--- src/rtl/fpu_int_to_fp80_multi.sv ---
// fpu_int_to_fp80_multi: iterative signed 16/32/64-bit integer to 80-bit extended converter
// with a coarse/fine normalise loop and an enable/busy/done handshake.
module fpu_int_to_fp80_multi #(
  parameter int MAX_INT_WIDTH = 64,
  parameter int SHIFT_STEP    = 8
) (
  input  logic                     clk,
  input  logic                     reset,
  input  logic                     enable,
  input  logic [1:0]               size,
  input  logic [MAX_INT_WIDTH-1:0] int_in,
  output logic [79:0]              fp_out,
  output logic                     busy,
  output logic                     done
);
  typedef enum logic [1:0] {IDLE, NORM, DONE} state_t;
  state_t      state_q;
  logic [63:0] wide, op, mag_d, mant_q;
  logic [14:0] exp_q;
  logic        sign_q, busy_q, done_q;
  logic [79:0] fp_q;
  // Sign-extending to 64 bits first makes narrower slices clamp to MAX_INT_WIDTH for free.
  assign wide   = 64'($signed(int_in));
  assign op     = size == 2'b00 ? 64'($signed(wide[15:0])) :
                  size == 2'b01 ? 64'($signed(wide[31:0])) : wide;
  assign mag_d  = op[63] ? 64'(-op) : op;
  assign fp_out = fp_q;
  assign busy   = busy_q;
  assign done   = done_q;
  always_ff @(posedge clk or negedge reset) begin
    if (!reset) begin
      state_q <= IDLE;
      fp_q    <= '0;
      busy_q  <= 1'b0;
      done_q  <= 1'b0;
      mant_q  <= '0;
      exp_q   <= '0;
      sign_q  <= 1'b0;
    end else begin
      case (state_q)
        IDLE: begin
          done_q <= 1'b0;
          if (enable) begin
            busy_q <= 1'b1;
            sign_q <= op[63];
            mant_q <= mag_d;
            exp_q  <= 15'h403E;
            if (mag_d == 64'd0) begin
              fp_q    <= '0;
              done_q  <= 1'b1;
              state_q <= DONE;
            end else begin
              state_q <= NORM;
            end
          end
        end
        NORM: begin
          if (mant_q[63]) begin
            fp_q    <= {sign_q, exp_q, mant_q};
            done_q  <= 1'b1;
            state_q <= DONE;
          end else if (~|mant_q[63 -: SHIFT_STEP]) begin
            mant_q <= mant_q << SHIFT_STEP;
            exp_q  <= exp_q - 15'(SHIFT_STEP);
          end else begin
            mant_q <= mant_q << 1;
            exp_q  <= exp_q - 15'd1;
          end
        end
        DONE: begin
          done_q  <= 1'b0;
          busy_q  <= 1'b0;
          state_q <= IDLE;
        end
        default: state_q <= IDLE;
      endcase
    end
  end
endmodule

--- config.mk ---
export PLATFORM = sky130hd
export DESIGN_NAME = fpu_int_to_fp80_multi
export DESIGN_NICKNAME = d
export VERILOG_FILES = /design/src/rtl/fpu_int_to_fp80_multi.sv
export SDC_FILE = /design/constraint.sdc
export NUM_CORES = 1
export LEC_CHECK = 0
export CAP_MARGIN = 5
export CORE_MARGIN = 3
export CORE_UTILIZATION = 56
export DETAILED_ROUTE_END_ITERATION = 8
export DONT_BUFFER_PORTS = 1
export PLACE_DENSITY = 0.71
export SLEW_MARGIN = 20
export SYNTH_ARGS = -nofsm -noshare
export SYNTH_HDL_FRONTEND = slang
export SYNTH_SLANG_ARGS = --single-unit
--- constraint.sdc ---
create_clock -name clk -period 3.9 [get_ports clk]
set_clock_uncertainty 0.15 [all_clocks]
set_input_delay 0.585 -clock clk [delete_from_list [all_inputs] [get_ports clk]]
set_output_delay 0.585 -clock clk [all_outputs]
set_load 0.05 [all_outputs]
==> flow_metrics.tcl, run 1 <==
set metrics [dict create \
    avgRoutedWirePerCell_um 23.7 \
    io_buffers 0 \
    slew_violations 0 \
    cts_inserted_buffers 17 \
    yosysWarnings 0 \
    cellLeakagePower_uw 0.00661 \
    core_um2 22800 \
    synthDistinctLibCells 77 \
    status "complete, but fails checks" \
    synth_area_leaders "dfrtp_1 (31%), nand2_1 (7.4%), a32o_1 (6.0%)" \
    syn_nets 1734 \
    cts_root_buffer "clkbuf_16" \
    timing.rr.start "state_q[1]" \
    drtAntennaViolNets 0 \
    synth-edff-count 0 \
    drt-total-wl_um 49100 \
    violations "negative hold slack, negative setup slack" \
    overflow 0 \
    cp_max_fo 46 \
    reg2reg_slack_ns 0.93 \
    drtIter0Drc 2248 \
    synth.ff_latch_count 164 \
    fmaxAchievable_mhz 253 \
    finalCritPeriodShare_pct 101 \
    detail_route.vias_per_cell 7.01 \
    route.detailed.drc 0 \
    htree_levels 4 \
    setup_violations 54 \
    critical_path_class "in -> reg" \
    grt_pass1_wl_um 77200 \
    track_usage_pct 37.1 \
    final_area_um2 15700 \
    startpoint_type "input pin" \
    rows 55 \
    area_growth_pct 19.3 \
    die-area_um2 25400 \
    yosysSeqAreaShare_pct 31.2 \
    clkSinkCount 164 \
    io_pins 151 \
    r2r_cells 11 \
    die_h_um 159 \
    synth_top_area_share_pct 31.2 \
    tightest_slew_ns 1.04 \
    initial_utilization_pct 57.7 \
    pwr_density_cell_nw_per_um2 651 \
    die_w_um 159 \
    path_clk_slew_ns 0.07 \
    synth_area_um2 13200 \
    final_core_util_pct 68.8 \
    syn_inst 1657 \
    cts_tree "done" \
    ctsLongestPathBuffers 2 \
    rsz0062_at_grt "true" \
    rr_endpoint "exp_q[13]" \
    antenna_found_initial 1 \
    drv_cap 0 \
    tns_ns -0.969 \
    postLayoutSetupSlackWorst_ns -0.0478 \
    vias 14527 \
    grt_max_degree 165 \
    crit_required_ns 4.06 \
    vdd_drop_max_mv 0.569 \
    dr.pass1.iters 6 \
    yosysTopAreaCell "dfrtp_1" \
    hold_violations 164 \
    gp_congestion 1.00 \
    critPathCaptureType "register" \
    whs_ns -0.303 \
    dp_hpwl_um 33700 \
    grt_pass1_vias 13503 \
    hold_path_class "in -> async" \
    drive_gt1_share_pct 17.9 \
    synth_ff_type "dfrtp_1" \
    synth_area_per_cell_um2 7.95 \
    max_slew_margin_pct 30.9 \
    finalNonFillerCells 2072 \
    period_minus_slack_ns 3.95 \
    place_inst 2029 \
    insertion_delay_ns 0.43 \
    finalNetCount 1822 \
    async_flop_share_pct 100 \
    arrival_ns 4.11 \
    placed_cell_area_um2 14800 \
]
## state kept, by name, indices dropped and copies added, names as in the netlist
register	flops
done	1
busy	1
mant_q	64
sign_q	1
state_q	2
exp_q	15
fp_out	80
## layout make-up
class                      count  area, um^2
sequential                   164        4110
timing repair buffer         218        1900
tap                          313         392
inverter                      24        90.1
antenna                        1        2.50
clock inverter                14         188
fill                        1915        7130
clock buffer                  18         439
multi-input combinational   1320        8600
## worst max path at each step
| stage | startpoint | end | slack, ns | cells after the start |
|---|---|---|---|---|
| 2_1_floorplan | int_in[6] | fp_out[29] | -0.17 | 13 |
| 5_1_grt | int_in[6] | fp_out[20] | -0.1 | 14 |
| 3_3_place_gp | int_in[8] | fp_out[74] | -0.71 | 15 |
| 4_1_cts | int_in[6] | fp_out[28] | 0.001 | 12 |
| 3_5_place_dp | int_in[8] | fp_out[28] | -0.74 | 15 |
| 6_report | int_in[6] | fp_out[28] | -0.05 | 12 |
## critical path, stage by stage
cell and delay [ns]:
or3_4 0.37, or4_4 0.57, nor4b_4 0.46, buf_6 0.19
o2111ai_2 0.13, a211oi_2 0.32, o211ai_1 0.16, a211oi_2 0.27
nand4_1 0.22, o21a_2 0.31, buf_12 0.19, a211o_1 0.31
## layout by cell type (no fill, tap or decap), drive strengths merged, types with 16 or more instances in the layout
master / netlist / layout
o21a: 22 / 22
nand3: 27 / 27
o21ai: 63 / 63
o221ai: 33 / 33
clkbuf: 124 / 20
dfrtp: 164 / 164
buf: 25 / 216
a21oi: 155 / 155
a32o: 79 / 79
o211ai: 16 / 16
nand4: 17 / 17
nand2b: 16 / 16
xnor2: 28 / 28
nor2: 95 / 95
a211o: 83 / 83
mux2i: 38 / 38
nor4: 24 / 24
nor3: 30 / 30
nand2: 260 / 260
xor2: 19 / 19
or3: 26 / 26
and2: 82 / 82
a31oi: 17 / 17
inv: 24 / 30
## through the flow
stage               total power (uW)  worst slack (ns)
finish                         10200           -0.0478
global route                   10800           -0.0993
CTS                            10100          0.000983
detailed placement              8290            -0.742
global placement                8140            -0.708
floorplan                       7000            -0.167
## metal layers
layer	share of wire, %	vias up	GRT usage [%]
li1	-	6440	-
met1	41	7062	52.0
met2	45	907	57.6
met3	11	116	8.77
met4	2.9	2	10.2
met5	0.024	-	0
## power by group
part / leakage, uW / internal [uW] / switching [uW]
sequential: 0.00208 / 2330 / 1850
clock: 0.000304 / 1040 / 765
combinational: 0.00422 / 1680 / 2560
## Yosys cell counts, types with 19 or more instances
cell type and number:
nand2_1 260, dfrtp_1 164, a21oi_1 155, clkbuf_1 124
nor2_1 95, a211o_1 83, and2_1 82, a32o_1 79
o21ai_0 63, mux2i_1 38, o221ai_1 33, nor3_1 30
xnor2_1 28, nand3_1 27, or3_1 26, inv_1 24
nor4_1 23, o21a_1 22, xor2_1 19
## cell families (layout without fill, tap and decap cells)
kind of cell    count (synthesis)  after routing  share of synthesized area (%)
other cells                     0              1                              0
fa+ha+maj                       8              8                          0.760
compound gates                572            572                           31.8
mux                            43             43                           3.31
buf+inv                       173            274                           5.42
flops                         164            164                           31.2
xor+xnor                       47             47                           3.13
simple gates                  650            650                           24.5
## what timing repair did
item	in CTS	in global routing
hold endpoints to repair	164	164
pin swaps	3	14
cloned	0	5
endpoints found under the setup margin	80	83
resized for setup	9	21
buffers inserted	1	4
(Power assumes the default switching activity.)
==> inputs of run 2 (changes only) <==
--- a/config.mk
+++ b/config.mk
@@ -6,7 +6,7 @@
 export NUM_CORES = 1
 export LEC_CHECK = 0
 export CAP_MARGIN = 5
-export CORE_MARGIN = 3
+export CORE_MARGIN = 5
 export CORE_UTILIZATION = 56
 export DETAILED_ROUTE_END_ITERATION = 8
 export DONT_BUFFER_PORTS = 1
==> run 2 against run 1 <==
  * Critical path type unchanged
  * Combinational power about the same
  * Critical path depth up 1
  * Design area down 1.6%
  * Global-route usage down 1.9 points
  * Critical endpoint is now fp_out[63]
  * The flow finishes with violations (negative hold slack)
  * Largest power group unchanged
  * Core utilization down 2.5 points
  * Highest routed layer is now met4
  * Sequential power about the same
  * Non-clock buffer count down 8
  * Setup slack better by 0.060 ns
  * Clock power down 7%
==> flow_metrics.tcl, run 2 (synthesis results as in run 1) <==
set metrics [dict create \
    status "complete, but fails checks" \
    violations "negative hold slack" \
    crit_end "fp_out[63]" \
    placed_cell_area_um2 14700 \
    drt-total-wl_um 48300 \
    tns_ns 0 \
    multi_input_area_um2 8570 \
    die_h_um 163 \
    ctsLongestPathBuffers 2 \
    final_area_um2 15500 \
    reg2reg_slack_ns 0.66 \
    crit_required_ns 4.09 \
    dr.pass1.iters 7 \
    cp_max_fo 43 \
    critPathCaptureType "register" \
    worstSetupStartpoint "int_in[8]" \
    grt_pass1_wl_um 75800 \
    initial_utilization_pct 56.5 \
    avgRoutedWirePerCell_um 23.4 \
    drive_gt1_share_pct 17.1 \
    rr_endpoint "exp_q[13]" \
    route.detailed.drc 0 \
    largest_reg_flops 80 \
    fmaxAchievable_mhz 257 \
    overflow 0 \
    path_clk_slew_ns 0.07 \
    finalNonFillerCells 2069 \
    htree_levels 4 \
    grt_max_degree 165 \
    crit_family "simple AND/OR/NAND/NOR gates" \
    final_common_cell "nand2_1" \
    io_pins 151 \
    hold_path_class "in -> async" \
    clkSinkCount 164 \
    p_total_uw 10100 \
    cts_inserted_buffers 17 \
    detail_route.vias_per_cell 6.89 \
    cts_tree "done" \
    startpoint_type "input pin" \
    finalCritPeriodShare_pct 99.7 \
    r2r_cells 11 \
    timing.rr.start "state_q[1]" \
    arrival_ns 4.08 \
    drtAntennaViolNets 0 \
    insertion_delay_ns 0.44 \
    layout_common_cells "nand2_1 (260), buf_4 (199), dfrtp_1 (163), a21oi_1 (154), nor2_1 (93)" \
    core_um2 23300 \
    track_usage_pct 35.2 \
    critical_path_class "in -> reg" \
    die_w_um 163 \
    dp_hpwl_um 34300 \
    grt_pass1_vias 13331 \
    gp_congestion 1.01 \
    register_area_um2 4110 \
    period_minus_slack_ns 3.89 \
    die-area_um2 26700 \
    vias 14253 \
    vdd_drop_max_mv 0.470 \
    cellLeakagePower_uw 0.00651 \
    critPathBufInv 3 \
    tightest_slew_ns 1.01 \
    cp_num_cells 13 \
    drtIter0Drc 2191 \
    cpPeakStageDelay_ns 0.57 \
    drv_cap 0 \
    place_inst 2034 \
    rows 56 \
    io_buffers 0 \
    diodes 0 \
    whs_ns -0.313 \
    crit_chain "or3_1 -> or4_4 -> nor4b_4 -> buf_4 -> and3_2 -> a211o_1 -> nor4bb_2 -> buf_4 -> nand4_1 -> and4b_4 -> buf_12 -> a21oi_1 -> a311oi_1" \
    hold_violations 164 \
    pwr_density_cell_nw_per_um2 652 \
    area_growth_pct 17.4 \
    slowest_stage "or4_4" \
    n_fill_cell 1978 \
    finalNetCount 1814 \
    setup_violations 0 \
    antenna_found_initial 0 \
    slew_violations 0 \
    max_slew_margin_pct 32.5 \
    cpMostUsedCell "buf_4" \
    cts_root_buffer "clkbuf_16" \
]
## run 2: cell types whose count changed in the layout (fill, tap and decap cells not counted), moves of 2 or more
cell,previous run,this run
bufinv_16,3,0
clkinv_8,0,2
o2111ai_1,8,10
buf_6,4,0
clkinv_4,4,1
buf_4,194,199
inv_8,1,5
buf_12,17,10
o2111ai_2,2,0
## run 2: worst register-to-register path: cells and delay by family, from the launching register on
kind | cells | cell delay (ns)
AO/OA/AOI/OAI | 1 | 0.29
XOR/XNOR | 1 | 0.16
adder cells (fa/ha/maj) | 1 | 0.42
buffers and inverters | 1 | 0.10
flip-flops | 1 | 0.41
AND/OR/NAND/NOR | 7 | 1.60
## run 2: cell type report
type / count / share of cell area [%]
multi-input cells: 1320 / 55.4
flip-flops and latches: 164 / 26.5
repair buffers: 210 / 11.1
clock buffers: 17 / 2.75
well taps: 319 / 2.58
clock inverters: 15 / 1.00
inverters: 24 / 0.582
## run 2: per-layer routing
metal / global-route usage (%) / up-vias / share of wire, %
li1: - / 6403 / -
met1: 50.3 / 6951 / 41
met2: 55.7 / 818 / 47
met3: 7.01 / 81 / 10
met4: 7.82 / 0 / 2.0
met5: 0 / - / 0
## run 2: where the power goes
part           total [uW]  leakage, uW  switching (uW)  internal (uW)
Sequential           4170      0.00208            1840           2330
Combinational        4220      0.00414            2530           1700
Clock                1680     0.000289             824            860
Total               10100      0.00651            5200           4880
## run 2: through the flow
| step | utilization [%] | setup slack, ns |
|---|---|---|
| floorplan | - | -0.167 |
| global placement | 63.1 | -0.645 |
| detailed placement | 63.1 | -0.616 |
| CTS | 65.7 | 0.00290 |
| global route | 66.3 | -0.0797 |
| finish | 66.3 | 0.0120 |
## run 2: worst min-delay path by stage
stage,end,slack [ns],depth (start not counted)
2_1_floorplan,busy,0.14,0
3_3_place_gp,fp_out[43],0.15,0
3_5_place_dp,fp_out[46],0.14,0
4_1_cts,fp_out[46],-0.32,0
5_1_grt,fp_out[46],-0.33,0
6_report,fp_out[46],-0.31,0
## run 2: what timing repair did
action,in CTS,in global routing
endpoints found under the hold margin,164,164
cloned,0,1
setup buffers,0,2
endpoints found under the setup margin,78,81
resized for setup,6,18
pin swaps,0,5
==> inputs of run 3 (changes only) <==
==> constraint.sdc (replaced) <==
create_clock -name clk -period 4.6 [get_ports clk]
set_clock_uncertainty 0.15 [all_clocks]
set_input_delay 0.69 -clock clk [delete_from_list [all_inputs] [get_ports clk]]
set_output_delay 0.69 -clock clk [all_outputs]
set_load 0.05 [all_outputs]
==> run 3 against run 2 <==
  * The run still ends with negative hold slack left
  * Wire length shrank 4.4%
  * Worst hold slack gained 0.11 ns
  * Setup slack gained 0.41 ns
  * Clock power shrank 18%
  * Register-to-register slack gained 0.33 ns
  * Global-route usage shrank 0.75 points
  * Core utilization shrank 4.7 points
  * Critical path depth is the same
  * Via count shrank 3.1%
  * Non-clock buffer count shrank 107
==> flow_metrics.tcl, run 3 (synthesis results as in run 1) <==
set metrics [dict create \
    layout_common_cells "nand2_1 (260), dfrtp_1 (163), a21oi_1 (154), buf_4 (98), nor2_1 (94)" \
    crit_chain "or3_1 -> or4_4 -> nor4b_4 -> buf_4 -> a311oi_1 -> a221oi_1 -> buf_4 -> o2111ai_1 -> nor3_1 -> nand4_1 -> o21a_2 -> buf_4 -> a211o_1" \
    hold_path_class "in -> async" \
    postLayoutSetupSlackWorst_ns 0.425 \
    drt-total-wl_um 46200 \
    whs_ns -0.202 \
    cts_tree "done" \
    htree_levels 4 \
    cts_resized 0 \
    timing.rr.start "state_q[1]" \
    route.detailed.drc 0 \
    status "complete, but fails checks" \
    tns_ns 0 \
    grt_max_degree 165 \
    antenna_found_initial 0 \
    finalCritPeriodShare_pct 90.8 \
    io_buffers 0 \
    cp_max_fo 11 \
    die_w_um 163 \
    arrival_ns 4.34 \
    critPathCaptureType "register" \
    grt_pass1_vias 13139 \
    grt_use_met1_pct 49.3 \
    r2r_cells 11 \
    use_met3_pct 7.90 \
    path_clk_slew_ns 0.07 \
    dr.pass1.iters 5 \
    clkSinkCount 164 \
    max_slew_margin_pct 31.9 \
    hold_violations 164 \
    gr-max-usage-layer "met2" \
    largest_reg_flops 80 \
    dp_hpwl_um 32400 \
    diodes 0 \
    rsz0062_at_grt "false" \
    final_common_cell "nand2_1" \
    cts_root_buffer "clkbuf_16" \
    area_growth_pct 9.12 \
    slew_violations 0 \
    drv_cap 0 \
    finalNonFillerCells 1962 \
    fmaxAchievable_mhz 240 \
    slowest_stage "or4_4" \
    cellLeakagePower_uw 0.00592 \
    setup_violations 0 \
    detail_route.vias_per_cell 7.04 \
    reg2reg_slack_ns 0.99 \
    cpPeakStageDelay_ns 0.60 \
    grt_pass1_wl_um 74100 \
    rows 56 \
    final_area_um2 14400 \
    vias 13805 \
    period_minus_slack_ns 4.17 \
    vdd_drop_max_mv 0.418 \
    drtAntennaViolNets 0 \
    violations "negative hold slack" \
    cpMostUsedCell "buf_4" \
    crit_required_ns 4.77 \
    drtIter0Drc 1898 \
    gr-usage-met2_pct 52.4 \
    insertion_delay_ns 0.44 \
    io_pins 151 \
    overflow 0 \
    cts_inserted_buffers 17 \
    tightest_slew_ns 1.02 \
    ctsLongestPathBuffers 2 \
    track_usage_pct 34.5 \
    initial_utilization_pct 56.5 \
    finalNetCount 1707 \
    dpl_worst_slack_ns 0.0741 \
    core_um2 23300 \
    placed_cell_area_um2 13800 \
    startpoint_type "input pin" \
    drive_gt1_share_pct 10.4 \
    place_inst 1930 \
    pwr_density_cell_nw_per_um2 580 \
    rr_endpoint "exp_q[13]" \
    avgRoutedWirePerCell_um 23.6 \
    post_cts_buffers 0 \
    critical_path_class "in -> reg" \
    gp_congestion 1.00 \
    die_h_um 163 \
    die-area_um2 26700 \
]
==> run 3: worst max-delay path by stage <==
| stage | from | to | slack [ns] | cells after the start |
|---|---|---|---|---|
| after floorplan | int_in[5] | fp_out[29] | 0.21 | 13 |
| after global placement | int_in[8] | fp_out[1] | 0.08 | 13 |
| after detailed placement | int_in[8] | fp_out[1] | 0.07 | 11 |
| after CTS | int_in[8] | fp_out[52] | 0.52 | 11 |
| after global routing | int_in[0] | fp_out[2] | 0.27 | 15 |
| final | int_in[8] | fp_out[52] | 0.43 | 13 |
==> run 3: worst max-delay path: cells and delay by family <==
| kind | cells | cell delay [ns] |
|---|---|---|
| AO/OA/AOI/OAI | 5 | 1.15 |
| AND/OR/NAND/NOR | 5 | 1.84 |
| buffers and inverters | 3 | 0.66 |
==> run 3: stage by stage <==
stage / total power, uW / util [%]
detailed placement: 6920 / 59.2
floorplan: 5910 / -
global route: 8840 / 61.6
finish: 8340 / 61.6
global placement: 6800 / 59.2
CTS: 8300 / 61.6
==> run 3: per-layer routing <==
| metal | up-vias | wire [um] |
|---|---|---|
| li1 | 6193 | - |
| met1 | 6693 | 19100 |
| met2 | 832 | 21000 |
| met3 | 87 | 5100 |
| met4 | 0 | 1060 |
| met5 | - | 0 |
==> run 3: where the power goes <==
group	internal (uW)	switching, uW	leakage (uW)
clock	716	665	0.000276
sequential	1970	1550	0.00208
combinational	1330	2110	0.00356
total	4020	4320	0.00592
==> run 3: layout make-up <==
type | count | area, um^2
Fill cell | 2074 | 8960
Multi-Input combinational cell | 1320 | 8380
Sequential cell | 164 | 4110
Timing Repair Buffer | 103 | 836
Clock buffer | 17 | 425
Tap cell | 319 | 399
Clock inverter | 15 | 134
Inverter | 24 | 90.1
